File: config.mk
export PLATFORM = sky130hd
export DESIGN_NAME = lfsr_count_decoder
export DESIGN_NICKNAME = d
export VERILOG_FILES = /design/src/rtl/lfsr_count_decoder.sv
export SDC_FILE = /design/constraint.sdc
export NUM_CORES = 1
export LEC_CHECK = 0
export ABC_AREA = 1
export BUFFER_PORTS_ARGS = -buffer_cell sky130_fd_sc_hd__buf_2
export CAP_MARGIN = 20
export CORE_ASPECT_RATIO = 1.1
export CORE_UTILIZATION = 35
export CTS_CLUSTER_SIZE = 25
export DETAILED_ROUTE_END_ITERATION = 10
export PLACE_DENSITY_LB_ADDON = 0.08
export SLEW_MARGIN = 20
export SYNTH_ARGS = -nofsm -noshare
export SYNTH_HDL_FRONTEND = slang
export SYNTH_SLANG_ARGS = --single-unit
File: constraint.sdc
create_clock -name Clk -period 2.55 [get_ports Clk]
set_input_delay 0.255 -clock Clk [delete_from_list [all_inputs] [get_ports Clk]]
set_output_delay 0.255 -clock Clk [all_outputs]
set_load 0.005 [all_outputs]
File: src/rtl/lfsr_count_decoder.sv
// lfsr_count_decoder: snapshots all LFSR counter stages and decodes them to a binary count, one stage per clock.
// Optional illegal-code reporting is enabled by defining DECODE_ERR_EN.
module lfsr_count_decoder #(
    parameter int STAGES = 4
) (
    input  logic                Clk,
    input  logic                Rst,
    input  logic                snap_req,
    input  logic [3*STAGES-1:0] Q_in,
    input  logic [3*STAGES-1:0] S_in,
    output logic                busy,
    output logic [3*STAGES-1:0] count_out,
    output logic                count_valid,
    input  logic                rd_ready,
    output logic                code_err,
    output logic [3:0]          err_stage
);
    localparam int IW = STAGES > 1 ? $clog2(STAGES) : 1;
    typedef enum logic [1:0] {IDLE, DECODE, PRESENT} state_t;
    state_t state, state_nx;
    logic [3*STAGES-1:0] q_cap, s_cap;
    logic [IW-1:0] idx;
    logic [5:0] code;
    logic last;
    function automatic logic [2:0] digit(input logic [5:0] c);
        case (c)
            6'b100_011: return 3'd1;
            6'b000_110: return 3'd2;
            6'b100_001: return 3'd3;
            6'b000_010: return 3'd4;
            6'b000_100: return 3'd5;
            6'b110_101: return 3'd6;
            6'b101_111: return 3'd7;
            default:    return 3'd0;
        endcase
    endfunction
    assign code = {s_cap[3*idx +: 3], q_cap[3*idx +: 3]};
    assign last = idx == IW'(STAGES - 1);
    always_ff @(posedge Clk or posedge Rst)
        if (Rst) state <= IDLE;
        else state <= state_nx;
    always_comb
        state_nx = state == IDLE   ? (snap_req ? DECODE : IDLE) :
                   state == DECODE ? (last ? PRESENT : DECODE) :
                                     (rd_ready ? IDLE : PRESENT);
    always_comb begin
        busy = state != IDLE;
        count_valid = state == PRESENT;
    end
    always_ff @(posedge Clk or posedge Rst)
        if (Rst) begin
            q_cap <= '0;
            s_cap <= '0;
            idx <= '0;
            count_out <= '0;
        end else if (state == IDLE && snap_req) begin
            q_cap <= Q_in;
            s_cap <= S_in;
            idx <= '0;
        end else if (state == DECODE) begin
            count_out[3*idx +: 3] <= digit(code);
            idx <= last ? '0 : idx + 1'b1;
        end
`ifdef DECODE_ERR_EN
    function automatic logic legal(input logic [5:0] c);
        case (c)
            6'b000_111, 6'b100_011, 6'b000_110, 6'b100_001,
            6'b000_010, 6'b000_100, 6'b110_101, 6'b101_111: return 1'b1;
            default: return 1'b0;
        endcase
    endfunction
    // Only the first offending stage is latched; later ones leave err_stage untouched.
    always_ff @(posedge Clk or posedge Rst)
        if (Rst) begin
            code_err <= 1'b0;
            err_stage <= '0;
        end else if (state == IDLE && snap_req) begin
            code_err <= 1'b0;
            err_stage <= '0;
        end else if (state == DECODE && !legal(code) && !code_err) begin
            code_err <= 1'b1;
            err_stage <= 4'(idx);
        end
`else
    assign code_err = 1'b0;
    assign err_stage = '0;
`endif
endmodule

# [Yosys cells after proc, flatten, opt, wreduce, memory -nomap -nowiden]
# Index checks and enable logic that the tools add are counted.
# Widths: inputs -> output; s select.
[op_classes] n_addsub=2 bitwise_logic=1 n_eq_ne=10 n_reduce_logical=5 muxes=12 multipliers=1 shifts=4
[ops] cell="$neg 4->34" count=1
[ops] cell="$shift 3x34->12 const A" count=1
[ops] cell="$shiftx 3x34->12" count=1
[ops] cell="$eq 6x6->1 const B" count=4
[ops] cell="$shiftx 12x5->3" count=2
[ops] cell="$pmux 3 s7" count=1
[ops] cell="$mux 2" count=7
[ops] cell="$bwmux 12" count=1
[ops] cell="$eq 6x3->1 const B" count=2
[ops] cell="$eq 6x2->1 const B" count=1
[ops] cell="$mux 3" count=2
[ops] cell="$eq 2x2->1 const B" count=2
[ops] cell="$mul 2x2->4 const A" count=1
[ops] cell="$reduce_bool 2->1" count=2
[ops] cell="$add 2x1->2 const B" count=1
[ops] cell="$eq 2x1->1 const B" count=1
[ops] cell="$logic_not 2->1" count=1
[ops] cell="$reduce_and 2->1" count=1
[ops] cell="$logic_and 1x1->1" count=1
[ops] cell="$mux 1" count=1
[ops] cell="$not 1->1" count=1
[word_totals] word_cells=40 regBits=40

# [Depth between registers and ports, before layout]
[depth] ltp_word=8 ltp_mapped=13 ltp_nobuf=12

# [Worst setup path after synthesis]
# OpenSTA, ideal clock, no wires.
[synth_timing] kind="register to register" from="reg idx[1]" to="reg count_out[0]" path_stages_with_launch=7 period_less_slack_ns=1.699 path_buffers=1 required_time_ns=2.483 arrival_time_ns=1.632 setup_ns=0.067 setup_slack_ns=0.851 cell_sequence="dfrtp_1 > inv_1 > buf_2 > ha_1 > clkinv_1 > nor4_1 > a22o_1"
[synth_via] elab_chain_cells=8
[synth_rtl] element="from (decl)" line_no="22" source="logic [IW-1:0] idx;"
[synth_rtl] element="from (signal assigned)" line_no="62" source="idx <= last ? '0 : idx + 1'b1;"
[synth_rtl] element="$mul 2x2->4 *" line_no="37, 61"
[synth_rtl] element="$shiftx 12x5->3" line_no="37" source="assign code = {s_cap[3*idx +: 3], q_cap[3*idx +: 3]};"
[synth_rtl] element="$eq 6x6->1 (tied with other cells)" line_no="26" source="case (c)"
[synth_rtl] element="$pmux 3 s7" line_no="26"
[synth_rtl] element="$mux 3" line_no="60" source="end else if (state == DECODE) begin"
[synth_rtl] element="$mux 3" line_no="56" source="end else if (state == IDLE && snap_req) begin"
[synth_rtl] element="$shiftx 3x34->12" line_no="61" source="count_out[3*idx +: 3] <= digit(code);"
[synth_rtl] element="$bwmux 12 *" line_no="61"
[synth_rtl] element="to (signal, indexed assignment)" line_no="61"
[synth_rtl] element="to (decl)" line_no="12" source="output logic [3*STAGES-1:0] count_out,"
# Every way passes the cells marked *; elsewhere a longest branch is shown, timed or not. The select of a mux whose other input is x is not followed.
# A chain may end at the register's enable or synchronous reset.

# [Worst setup path in the final report]
# Same ends and word-level chain as after synthesis.

==> out/summary.txt <==
fin area: 2480 µm²
Leak: 1.44 nW
Max Slew Vio Count: 0
CP max stage cell: nor4_1
# setup viols final: 0
GPL Wtd Cong: 0.877
R2R cell count: 5
Residual DRC: 0
final WL: 4.58 mm
DR iter-0 viols: 92
setup repair after global routing missed its margin: false
critical path capture point type: flip-flop
Final nets: 372
Core Rows: 29
Slowest Stage Delay on Critical Path: 490 ps
Area contributors post-synth: dfrtp_1 (47%), nand2_1 (30%), nand3_1 (4.5%)
Avg Synthesized Cell Area: 7.15 µm²
arrival time worst endpoint: 2110 ps
Die W: 76.1 µm
vias per std cell: 4.50
drt first pass iters: 4
die footprint: 6360 µm²
H-tree level count: 2
most frequent cells in the layout: nand2_1 (167), buf_2 (41), dfrtp_1 (40), nand3_1 (19), nor2_1 (13)
worst setup margin: 679 ps
Root Buffer: clkbuf_8
post-route minimum period: 1870 ps
peak supply drop: 0.000381 V
flop-to-flop setup slack: 680 ps
post-CTS setup buffers: 0
Clock Skews: 7.36 ps
CP cell instances: inv_1, ha_1, clkinv_1, nor4_1, a22o_1
antenna cell count: 0
largest area contributor in the netlist: dfrtp_1
hpwl dp: 3.27 mm
Cell variety after synth: 21
GRT Total Usage: 0.160
TritonCTS clock tree: built
Critical Path Source Type: flip-flop
worst hold path class: primary input to asynchronous set/reset pin
outcome: completed
IO Pins: 47
Worst-Margin Slew: 694 ps
wire per inst: 11.0 µm
CTS Buf Count: 5
vias in the first global route: 1,836
post_cts resized: 0
post-placement cell area: 2380 µm²
CTS sink count: 40
critical path class: flip-flop to flip-flop
worst skew pair latency: 290 ps
Initial Utilization: 0.364
Core Region: 5810 µm²
IO Port Bufs: 41
Clock Tree Buf Depth: 2
Cell Pwr Density: 1190 nW/µm²
Max-Slew Margin vs Limit: 0.535
#FFs+latches synth: 40
Critical Path Sink: count_out[0]$_DFFE_PP0P_
fmax: 534 MHz
commonest non-fill, non-tap cell in the layout: nand2_1
CP required: 2780 ps
placed cell count: 408
Setup crit start: idx[1]$_DFFE_PP0P_
grt ovf: 0
Synth top area share: 0.473
initial antenna violation count: 0
synth warn: 0
Gate Count Post-Synth: 296
CP Max Fanout: 14
setup TNS: 0 ps
cell area after synthesis: 2120 µm²
height of the die: 83.5 µm
reg2reg end: count_out[0]$_DFFE_PP0P_
Hold Vio Cnt, Final: 0
post-synthesis sequential area ratio: 0.473
total of max-cap violations: 0
Area Overhead vs Synth: 17.4%
clock-pin slew on the worst setup and hold paths: 80 ps
DR vias: 1,874
first-pass GRT wire length: 8.11 mm
cts hold-fix bufs: 0
largest net degree at the start of global routing: 41
Routed Antenna Nets: 0
post-route insts no fill: 416
layout cells sized above 1: 0.168
period utilization: 0.734
r2r startpoint: idx[1]$_DFFE_PP0P_
Post-Place Worst Slack: 682 ps
-- power by group --
group	internal, mW	switching (mW)	total (mW)	leakage [nW]
logic	0.465	0.957	1.42	0.869
clock network	0.291	0.223	0.514	0.0552
registers	0.880	0.136	1.02	0.515
-- worst max-delay path, delay by kind of cell, from the launching register on --
kind                       cells  cell delay [ps]
and+or+nand+nor                1              490
DFF                            1              380
buffers and inverters          2              530
AOI/OAI and AO/OA              1              190
adders and majority gates      1              230
-- worst min path at each step --
stage / to / cells past startpoint
global route: count_out[6]$_DFFE_PP0P_ / 3
floorplan: state[1]$_DFF_PP0_ / 1
global placement: s_cap[6]$_DFFE_PP0P_ / 3
finish: count_out[6]$_DFFE_PP0P_ / 3
CTS: count_out[6]$_DFFE_PP0P_ / 3
detailed placement: state[0]$_DFF_PP0_ / 3
-- sequential cells by signal, summed over array words and instances (netlist names) --
register / flops
count_out: 12
q_cap: 12
s_cap: 12
state: 2
idx: 2
-- synth_stat cells (all sizes together) --
cell and count:
inv 12, ha 6, conb 1, clkbuf 4, nor2 14, nand4 7
nor4 1, dfrtp 40, clkinv 4, a22o 1, o21ai 7, nand3 19
nand2 169, o22ai 1, buf 10
-- kinds of logic after synthesis --
logic type / synth area share
simple gates: 0.397
flops: 0.473
buf+inv: 0.0692
compound gates: 0.0237
fa+ha+maj: 0.0355
other cells: 0.00177
-- per-stage QoR --
step | hold WS, ps | power (mW) | util
finish | 75.1 | 2.95 | 0.428
CTS | 95.5 | 3.00 | 0.428
floorplan | 364 | 2.12 | -
detailed placement | 417 | 2.47 | 0.409
global route | 131 | 3.29 | 0.428
global placement | 413 | 2.46 | 0.409
-- metal layers --
metal	track usage	wire, µm
met5	0	0
met4	0.0594	29
met3	0.0361	134
met2	0.274	2240
met1	0.196	2180
-- cell type report --
type,instances,area [µm²]
Clock buffer,6,72.6
Fill cell,659,3320
Clock inverter,2,35.0
Sequential cell,40,1000
Tap cell,77,96.3
Multi-Input combinational cell,230,983
Timing Repair Buffer,45,235
Inverter,16,60.1
No activity file was read; power rests on OpenSTA's default activity.
